==> src/rtl/regfile_pkg.sv <==
// Shared constants and helpers for the scoreboarded register file.
// Used by the register file, decode and the hazard unit.
package regfile_pkg;

    localparam int unsigned DEFAULT_WIDTH = 32;
    localparam int unsigned DEFAULT_DEPTH = 32;

    // Address bits needed to index depth registers (never less than 1).
    function automatic int unsigned addr_width(input int unsigned depth);
        if (depth <= 2) begin
            return 1;
        end
        return $clog2(depth);
    endfunction

endpackage

==> src/rtl/regfile_sb_reg_word.sv <==
// One register of the file: WIDTH data bits plus its busy (reservation) flop.
// Ports:
//   clk      rising-edge clock
//   clr      asynchronous active-high clear of data and busy
//   i_we     write this word (already address-decoded)
//   i_wdata  write data
//   i_rsv    reserve this word (already address-decoded)
//   o_data   stored data
//   o_busy   reservation outstanding
module reg_word #(
    parameter int unsigned WIDTH = 32
) (
    input  logic             clk,
    input  logic             clr,
    input  logic             i_we,
    input  logic [WIDTH-1:0] i_wdata,
    input  logic             i_rsv,
    output logic [WIDTH-1:0] o_data,
    output logic             o_busy
);

    logic [WIDTH-1:0] r_data;
    logic             r_busy;

    // Data storage.
    always_ff @(posedge clk or posedge clr) begin
        if (clr) begin
            r_data <= '0;
        end else if (i_we) begin
            r_data <= i_wdata;
        end
    end

    // Busy flag: a new reservation wins over a writeback in the same cycle.
    always_ff @(posedge clk or posedge clr) begin
        if (clr) begin
            r_busy <= 1'b0;
        end else if (i_rsv) begin
            r_busy <= 1'b1;
        end else if (i_we) begin
            r_busy <= 1'b0;
        end
    end

    assign o_data = r_data;
    assign o_busy = r_busy;

endmodule

==> src/rtl/regfile_sb.sv <==
// Multi-port register file with a per-register busy scoreboard for RAW
// hazard detection between decode and writeback.
// Optional macro REGFILE_WRITE_BYPASS_EN: forwards writeback data to a read
// port addressing the word being written in the same cycle.
// Ports:
//   clk                  rising-edge clock
//   clr                  asynchronous active-high clear
//   we, waddr, wdata     writeback port
//   rsv_en, rsv_addr     reserve (mark busy) a destination at issue
//   raddr_a, raddr_b     combinational read addresses
//   rdata_a, rdata_b     read data
//   busy_a, busy_b       reservation outstanding on the addressed register
module regfile_sb
    import regfile_pkg::*;
#(
    parameter  int unsigned WIDTH    = DEFAULT_WIDTH,
    parameter  int unsigned DEPTH    = DEFAULT_DEPTH,
    parameter  int unsigned ZERO_REG = 1,
    localparam int unsigned AW       = addr_width(DEPTH)
) (
    input  logic             clk,
    input  logic             clr,
    input  logic             we,
    input  logic [AW-1:0]    waddr,
    input  logic [WIDTH-1:0] wdata,
    input  logic             rsv_en,
    input  logic [AW-1:0]    rsv_addr,
    input  logic [AW-1:0]    raddr_a,
    input  logic [AW-1:0]    raddr_b,
    output logic [WIDTH-1:0] rdata_a,
    output logic [WIDTH-1:0] rdata_b,
    output logic             busy_a,
    output logic             busy_b
);

    logic [WIDTH-1:0] w_data [DEPTH];
    logic             w_busy [DEPTH];

    // Storage words with their write/reserve decoders; word 0 is hardwired
    // to zero and never busy when ZERO_REG is set.
    for (genvar i = 0; i < int'(DEPTH); i++) begin : g_word
        if ((ZERO_REG != 0) && (i == 0)) begin : g_zero
            assign w_data[i] = '0;
            assign w_busy[i] = 1'b0;
        end else begin : g_reg
            logic w_we;
            logic w_rsv;
            assign w_we  = we     && (waddr    == AW'(i));
            assign w_rsv = rsv_en && (rsv_addr == AW'(i));
            reg_word #(
                .WIDTH (WIDTH)
            ) u_word (
                .clk     (clk),
                .clr     (clr),
                .i_we    (w_we),
                .i_wdata (wdata),
                .i_rsv   (w_rsv),
                .o_data  (w_data[i]),
                .o_busy  (w_busy[i])
            );
        end
    end

`ifdef REGFILE_WRITE_BYPASS_EN
    logic w_wr_live;
    // A write to a suppressed register 0 is not forwarded.
    assign w_wr_live = we && !((ZERO_REG != 0) && (waddr == '0));
`endif

    // Read port A mux.
    always_comb begin
        rdata_a = w_data[raddr_a];
        busy_a  = w_busy[raddr_a];
`ifdef REGFILE_WRITE_BYPASS_EN
        if (w_wr_live && (raddr_a == waddr)) begin
            rdata_a = wdata;
            // A same-cycle reservation keeps the stored busy view.
            if (!(rsv_en && (rsv_addr == raddr_a))) begin
                busy_a = 1'b0;
            end
        end
`endif
    end

    // Read port B mux.
    always_comb begin
        rdata_b = w_data[raddr_b];
        busy_b  = w_busy[raddr_b];
`ifdef REGFILE_WRITE_BYPASS_EN
        if (w_wr_live && (raddr_b == waddr)) begin
            rdata_b = wdata;
            if (!(rsv_en && (rsv_addr == raddr_b))) begin
                busy_b = 1'b0;
            end
        end
`endif
    end

endmodule

==> config.mk <==
export PLATFORM = sky130hd
export DESIGN_NAME = regfile_sb
export DESIGN_NICKNAME = d
export VERILOG_FILES = /design/src/rtl/regfile_pkg.sv /design/src/rtl/regfile_sb_reg_word.sv /design/src/rtl/regfile_sb.sv
export SDC_FILE = /design/constraint.sdc
export NUM_CORES = 2
export LEC_CHECK = 0
export BUFFER_PORTS_ARGS = -buffer_cell sky130_fd_sc_hd__buf_2
export CAP_MARGIN = 10
export CORE_ASPECT_RATIO = 1.25
export CORE_MARGIN = 8
export CORE_UTILIZATION = 64
export CTS_BUF_LIST = sky130_fd_sc_hd__clkbuf_16
export DETAILED_ROUTE_END_ITERATION = 16
export PLACE_DENSITY = 0.92
export SETUP_SLACK_MARGIN = 0.15
export SLEW_MARGIN = 40
export SYNTH_ARGS = -nofsm -noshare
export SYNTH_HDL_FRONTEND = slang
export SYNTH_SLANG_ARGS = --single-unit
==> constraint.sdc <==
create_clock -name clk -period 41.8 [get_ports clk]
set_clock_uncertainty 0.2 [all_clocks]
set_input_delay 8.36 -clock clk [delete_from_list [all_inputs] [get_ports clk]]
set_output_delay 8.36 -clock clk [all_outputs]
set_load 0.01 [all_outputs]
==> results by group <==
Drt
  – Vias: about 37k
  – DRC Markers: 0
  – Post-route ant nets: 0
  – Drt pass-1 iters: 8
  – DR iter-0 viols: 4,662
  – Detailed-route wire length: roughly 170,000 µm
  – Wire length per cell: between 30 and 40 µm
  – Post-DR vias/cell: 7.75

GRT
  – Overflow left after global routing: 0
  – Global-route wire length before repair: 254,000 µm
  – GRT Overall Usage: around a third
  – Vias in the first global route: 40.6k
  – Antenna violations before repair: 17
  – Largest net degree at the start of global routing: between 150 and 200

Logic synthesis
  – Register area share after synthesis: 46.7%
  – Ys flop type: dfrtp_1
  – Area share of fa/ha/maj cells after synthesis: 0%
  – Post-Synth Simple-Gate Area: between 1.5 and 2%
  – Top cells by instance count after synthesis: mux2_2, dfrtp_1, mux4_2
  – Largest family of logic cells by synthesized area: multiplexers
  – Synth Area in XOR/XNOR: 0%
  – Syn Inst Count: approximately 3.7k
  – Number of enable flip-flop cells after synthesis: 0
  – Synth async-reset ratio: 100%
  – Yosys Warn Count: 0
  – Syn_area_per_cell: around 15 µm²
  – Area leader, netlist: dfrtp_1
  – Top cells by area, synth: dfrtp_1, mux2_2, mux4_2, mux2i_1, a22o_1
  – Multiplexer share of the synthesized area: between 40% and 50%
  – Synth Register Bits: ~1.0k
  – Top-area cell type share of the netlist area: 46.7%
  – Most frequent cell after synthesis: mux2_2
  – Synth Cell Area: ~0.055 mm²
  – Synth Area in Compound Gates: about 6.9%
  – Syn Nets: between 3k and 4k
  – Yosys cell types: 33

Power and ir drop
  – Power Density: approximately 48 mW/mm²
  – Max rail drop VDD: 0.0412 mV
  – Leakage: about 0.026 µW
  – Total power: around 2900 µW

Critical path
  – Crit-path slowest cell: buf_4
  – Setup CP Type: in -> out
  – Largest stage delay, worst path: 0.71 ns
  – Arr. time, crit path: between 10 and 15 ns
  – CP delay by family, top: buffers and inverters
  – Worst-path cell chain: buf_4 -> buf_4 -> buf_4 -> nand2b_2 -> buf_4 -> o22ai_1 -> a211oi_1 -> o31ai_1 -> buf_2
  – Critical Path Most Common Cell: buf_4
  – Data required time of the worst path: approximately 33 ns
  – Worst setup EP type: output pin
  – CP bufs+invs: 5
  – Element type at the critical path start: input pin
  – Worst r2r path cells: 2
  – Crit Path Max Fanout: 32
  – Worst path depth: 9

Clock network
  – Post-CTS setup repair buffer count: 0
  – Hold_buf cts: 0
  – CTS Root Cell: clkbuf_16
  – Clk_lat worst skew: about 0.66 ns
  – H-tree levels: 3
  – Clock Sinks: about 1.0k
  – CTS tree: done
  – Clk slew on worst S/H paths: approximately 0.06 ns
  – Post_cts resized: 0
  – CTS buffer count: ~100
  – CTS max path bufs: 3

Cells and area
  – Fin nets: around 3.7k
  – Layout cell share with drive strength beyond 1: 49.7%
  – Area Overhead vs Synth: 8.29%

STA
  – Fin Hold WS: between 0.3 and 0.4 ns
  – Unrepaired setup endpoints after global routing: false
  – Final hold viol count: 0
  – Minimum clock period: roughly 21 ns
  – Max Slew Vio Count: 0
  – Worst-margin pin slew: just under 1 ns
  – Relative slew slack: 34.2%
  – TNS Setup: 0 ns
  – Final setup viols: 0
  – Tcrit/Tclk final: 49.9%
  – Max Freq: around 0.048 GHz

Floorplan
  – Die H: approximately 340 µm
  – # IOs: 122
  – Starting Density: between 60% and 70%
  – Row Count: 120
  – Core box area: ~0.085 mm²
  – Die width: around 280 µm
  – Die area: approximately 0.095 mm²

Job
  – Max_cap viols: 0

Placement
  – RD Place Congestion: 0.878
  – HPWL after DPL: around 96,000 µm
  – PortBufs: 121

Status
  – Outcome: completed

Hold path
  – WHS Path Cells: 1
  – Worst hold path type: reg -> reg
-- registers in the layout, indices dropped and copies added, names as in the netlist --
name and count:
g_word.g_reg.u_word.o_data 992, g_word.g_reg.u_word.o_busy 31
-- final timing paths --
| path | slack [ns] | to | from |
|---|---|---|---|
| hold / removal | 0.32 | g_word[14].g_reg.u_word.o_data[12]$_DFFE_PP0P_ | g_word[14].g_reg.u_word.o_data[12]$_DFFE_PP0P_ |
| setup / recovery | 20.95 | rdata_b[3] | raddr_b[1] |
| setup reg to reg | 40.70 | g_word[15].g_reg.u_word.o_busy$_DFFE_PP0P_ | g_word[15].g_reg.u_word.o_busy$_DFFE_PP0P_ |
| hold reg to reg | 0.32 | g_word[14].g_reg.u_word.o_data[12]$_DFFE_PP0P_ | g_word[14].g_reg.u_word.o_data[12]$_DFFE_PP0P_ |
| max in group asynchronous | 30.30 | g_word[28].g_reg.u_word.o_data[25]$_DFFE_PP0P_ | clr |
| min in group asynchronous | 7.56 | g_word[9].g_reg.u_word.o_data[1]$_DFFE_PP0P_ | clr |
-- logic make-up after synthesis --
logic type	after synthesis
mux	1652
simple gates	147
compound gates	505
flops	1023
buf+inv	418
-- layer usage --
layer	part of all wire, %	up-vias	GRT usage (%)
met5	0.022	-	0.154
met4	7.7	6	24.3
li1	-	14400	-
met1	33	19400	41.7
met3	12	905	10.9
met2	47	2806	55.1
-- layout make-up --
class	instances	area, µm²
fillers	5110	25900
flip-flops and latches	1023	25600
clock inverters	83	652
repair buffers	204	1480
diodes	10	25.0
clock buffers	101	2530
inverters	6	35.0
well taps	1098	1370
multi-input cells	2304	27600
-- per-stage QoR --
step | setup WS (ns) | instances | area, µm² | util [%]
after global routing | 21.09 | 4823 | 59300 | 69.6
after CTS | 21.20 | 4818 | 59300 | 69.5
after detailed placement | 21.31 | 4634 | 56100 | 65.8
final | 20.95 | 4829 | 59300 | 69.6
after global placement | 20.95 | 4630 | 55900 | 65.6
after floorplan | 4.45 | 3745 | 54800 | -
-- where the power goes --
part	switching (µW)	total [µW]	leakage (µW)	internal, µW
Combinational	264	625	0.0113	361
Sequential	154	1340	0.0131	1190
Clock	402	891	0.00164	489
-- worst register-to-register path: stages (launching register included) --
cell and delay [ns]:
dfrtp_1 0.40, o21ai_0 0.13, o21ai_0 0.22
-- layout by cell type, fill, tap and decap left out, types with 24 or more instances in the layout --
cell	n
a211oi_1	66
o31ai_1	70
o21ai_0	88
dfrtp_1	1023
mux2_2	1055
buf_4	65
and2_1	66
buf_2	113
o22ai_1	66
clkbuf_16	101
inv_1	24
a22o_1	208
mux4_2	396
mux2i_1	198
No activity file was read; power rests on OpenSTA's default activity.
